$ cat config.mk
export PLATFORM = sky130hd
export DESIGN_NAME = arb_mux_n
export DESIGN_NICKNAME = d
export VERILOG_FILES = /design/src/rtl/arb_mux_n.sv
export SDC_FILE = /design/constraint.sdc
export NUM_CORES = 1
export LEC_CHECK = 0
export CORE_UTILIZATION = 31
export DETAILED_ROUTE_END_ITERATION = 10
export MAX_ROUTING_LAYER = met4
export PLACE_DENSITY = 0.84
export SLEW_MARGIN = 10
export SYNTH_ARGS = -nofsm -noshare
export SYNTH_HDL_FRONTEND = slang
export SYNTH_SLANG_ARGS = --single-unit
$ cat constraint.sdc
create_clock -name CLK -period 3.58 [get_ports CLK]
set_input_delay 0.895 -clock CLK [delete_from_list [all_inputs] [get_ports CLK]]
set_output_delay 0.895 -clock CLK [all_outputs]
set_load 0.005 [all_outputs]
$ cat src/rtl/arb_mux_n.sv
// N-input arbitrated mux with a single-entry registered output and valid/ready
// handshakes; the select comes from an internal fixed-priority or round-robin arbiter.
module arb_mux_n #(
  parameter int DATA_WIDTH = 32,
  parameter int NUM_CH     = 4,
  parameter int ARB_MODE   = 1,
  parameter int CH_W       = (NUM_CH > 1) ? $clog2(NUM_CH) : 1
) (
  input  logic                         CLK,
  input  logic                         RST,
  input  logic [NUM_CH*DATA_WIDTH-1:0] IN_DATA,
  input  logic [NUM_CH-1:0]            IN_VALID,
  output logic [NUM_CH-1:0]            IN_READY,
  output logic [DATA_WIDTH-1:0]        OUT_DATA,
  output logic [CH_W-1:0]              OUT_CH,
  output logic                         OUT_VALID,
  input  logic                         OUT_READY
);

  logic                  valid_q, valid_d;
  logic [DATA_WIDTH-1:0] data_q, data_d;
  logic [CH_W-1:0]       ch_q, ch_d;
  logic [CH_W-1:0]       ptr_q, ptr_d;

  logic                  load_en;
  logic                  found;
  logic [CH_W-1:0]       gnt_idx;
  logic [NUM_CH-1:0]     grant;
  logic [DATA_WIDTH-1:0] sel_data;

  assign load_en = !valid_q || OUT_READY;

  // Search starts at the pointer in round-robin mode, at channel 0 otherwise.
  always_comb begin : arbiter
    int base;
    int cand;
    found   = 1'b0;
    gnt_idx = '0;
    base    = (ARB_MODE == 1) ? int'(ptr_q) : 0;
    cand    = 0;
    for (int k = 0; k < NUM_CH; k++) begin
      cand = base + k;
      if (cand >= NUM_CH) begin
        cand = cand - NUM_CH;
      end
      if (!found && IN_VALID[CH_W'(cand)]) begin
        found   = 1'b1;
        gnt_idx = CH_W'(cand);
      end
    end
  end

  for (genvar gi = 0; gi < NUM_CH; gi++) begin : g_grant
    assign grant[gi] = found && (gnt_idx == CH_W'(gi));
  end

  assign IN_READY = grant & {NUM_CH{load_en && RST}};

  // AND-OR select: only the granted channel's word can reach the register.
  always_comb begin
    sel_data = '0;
    for (int k = 0; k < NUM_CH; k++) begin
      if (grant[k]) begin
        sel_data = sel_data | IN_DATA[k*DATA_WIDTH +: DATA_WIDTH];
      end
    end
  end

  always_comb begin
    valid_d = valid_q;
    data_d  = data_q;
    ch_d    = ch_q;
    ptr_d   = ptr_q;
    if (load_en) begin
      valid_d = found;
      if (found) begin
        data_d = sel_data;
        ch_d   = gnt_idx;
        if (ARB_MODE == 1) begin
          ptr_d = (gnt_idx == CH_W'(NUM_CH - 1)) ? '0 : gnt_idx + CH_W'(1);
        end
      end
    end
  end

  always_ff @(posedge CLK) begin
    if (!RST) begin
      valid_q <= 1'b0;
      data_q  <= '0;
      ch_q    <= '0;
      ptr_q   <= '0;
    end else begin
      valid_q <= valid_d;
      data_q  <= data_d;
      ch_q    <= ch_d;
      ptr_q   <= ptr_d;
    end
  end

  assign OUT_VALID = valid_q;
  assign OUT_DATA  = data_q;
  assign OUT_CH    = ch_q;

endmodule

==> reports/qor.yml <==
antenna_found_initial: 0
die_area_mm2: 0.00657
pwr_density_cell_mw_per_mm2: 360
n_fill_cell: 494
critPathLaunchType: "primary input"
synth_compound_area_share_pct: 38.8
slew_violations: 0
drive_above_1_share_pct: 8.58
root_buffer: "clkbuf_8"
syn_to_final_growth_pct: 103
grt_max_degree: 33
num_vias: 2661
syn_area_per_cell_um2: 8.38
synth_top_area_share_pct: 38.2
worstPathArrival_ps: 2610
ys_ff_latch: 37
grt_pass1_vias: 2565
finalPower_uw: 1410
fin_skew_ps: 6.56
vdd_drop_max_v: 0.000219
crit_type: "in -> out"
gp_congestion: 0.849
synth_mux_area_share_pct: 1.03
final_nets: 547
grt-ovfl-total: 0
cp-end-kind: "primary output"
route.detailed.wl_per_inst_um: 17.0
fin_util_pct: 65.5
yosys_warnings: 0
totalWireLength_mm: 8.20
fp.dieW_um: 81.0
rows: 28
syn_nets: 370
dr.pass1.iters: 7
grt_pass1_wl_mm: 12.2
start_util_pct: 32.3
cap_violations: 0
clkSinkCount: 37
finalCriticalPeriod_ps: 3500
ant_nets: 0
finalHoldViolCount: 0
die_h_um: 81.0
grtUsageMet2_pct: 47.1
vias_per_cell: 5.51
hold_class: "reg -> reg"
drc: 0
final_cell_mix: "clkdlybuf4s50_1, dfxtp_1, nand2_1"
tightest_slew_ps: 527
clock_latency_ps: 290
synthFlopType: "dfxtp_1"
setup_slack_ps: 75.8
path_cells: "dlygate4sd2_1 -> mux2i_1 -> nor2_1 -> nor3_2 -> inv_1 -> ha_1 -> and3_1 -> clkdlybuf4s50_1"
hold_ws_ps: 472
max_freq_mhz: 285
tns_ps: 0
post-route-period-util_pct: 97.9
num_antenna_cells: 0
leakagePower_uw: 0.00150
yosysUniqueCellTypes: 26
synthArstFlopShare_pct: 0
numCtsBuffers: 5
required_ps: 2680
grt_usage_pct: 25.5
core_area_mm2: 0.00599
critical_path.max_stage_delay_ps: 430
status: "finished, final reports clean"
clock_path_buffers: 2
ys_top_cells_by_area: "dfxtp_1, a222oi_1, a31oi_1"
cp_max_fo: 4
yosys.area_share.adder_pct: 2.58
synth_top_area_cell: "dfxtp_1"
synth_edf_count: 0
synth-simple-area-share_pct: 12.1
io_buffers: 173
grt_most_used_layer: "met2"
hold_path_depth: 2
cts_tree: "built"
critPathSlowestCell: "clkdlybuf4s50_1"
mostFrequentLayoutCell: "clkdlybuf4s50_1"
dp_slack_ps: -274
synth_top_family_by_area: "compound AO/OA/AOI/OAI gates"
clk_pin_slew_worst_paths_ps: 60
max_slew_margin_pct: 64.9
grt_util_met3_pct: 5.96
setup_viol: 0
r2r_cells: 10
netlist_area_mm2: 0.00194
pin_count: 174
use_met1_pct: 26.5
first_iter_violations: 231
ys_seq_area_share_pct: 38.2
hpwl_mm: 5.96
synthCells: 231
cts.htree.levels: 2
synthXorXnorAreaFrac_pct: 0
-- cell families after synthesis --
family          count (synthesis)
simple gates                   50
fa+ha+maj                       4
flops                          37
compound gates                108
buf+inv                        30
mux                             2
-- power breakdown --
group | internal (uW) | switching, uW | leakage (uW)
Sequential | 471 | 32.3 | 0.000308
Combinational | 364 | 250 | 0.00115
Clock | 153 | 141 | 0.0000443
Total | 988 | 423 | 0.00150
-- worst max-delay path: cells and delay by family --
kind                       cells  cell delay (ps)
muxes                          1              180
adders and majority gates      1              220
buffers and inverters          3              820
and+or+nand+nor                3              470
-- final timing paths --
| check | from | endpoint | slack (ps) |
|---|---|---|---|
| worst min-delay path | OUT_CH[0]$_SDFFE_PN0P_ | OUT_CH[0]$_SDFFE_PN0P_ | 470 |
| worst max register to register | ptr_q[1]$_SDFFE_PN0P_ | OUT_DATA[10]$_SDFFE_PN0P_ | 1170 |
| worst min register to register | OUT_CH[0]$_SDFFE_PN0P_ | OUT_CH[0]$_SDFFE_PN0P_ | 470 |
| worst max-delay path | IN_VALID[2] | IN_READY[0] | 80 |
-- layer usage --
metal  vias to the layer above  part of all wire [%]
met3                         6                   9.8
met4                         0                  0.69
met1                      1243                    37
met2                       144                    53
met5                         -                     0
li1                       1268                     -
-- stage by stage --
stage / instance area [um2] / cells
after global routing: 3920 / 483
after floorplan: 1940 / 231
after CTS: 3910 / 482
final: 3920 / 483
after global placement: 3800 / 473
after detailed placement: 3800 / 473
-- timing repair --
action	4_1_cts	5_1_grt
pin swaps	2	1
setup buffers	2	1
gates resized for setup	6	4
hold buffers	0	0
endpoints found under the setup margin	4	4
-- cells in the mapped netlist (4+ instances only) --
master and n:
nand2_1 37, o21ai_0 34, and3_1 4, a222oi_1 32
clkbuf_1 16, inv_1 4, buf_2 7, a31oi_1 32
dfxtp_1 37, a21oi_1 4, ha_1 4
-- registers in the layout, indices dropped and copies added, names as in the netlist --
register and cells:
ptr_q 2, OUT_CH 2, OUT_DATA 32, OUT_VALID 1
-- final cells by class --
type | count | area (um2) | share of cell area (%)
well taps | 75 | 93.8 | 2.39
multi-input cells | 164 | 1080 | 27.5
clock buffers | 7 | 86.3 | 2.20
repair buffers | 196 | 1910 | 48.6
inverters | 4 | 15.0 | 0.383
flip-flops and latches | 37 | 741 | 18.9
Power figures use the tool's default switching activity.
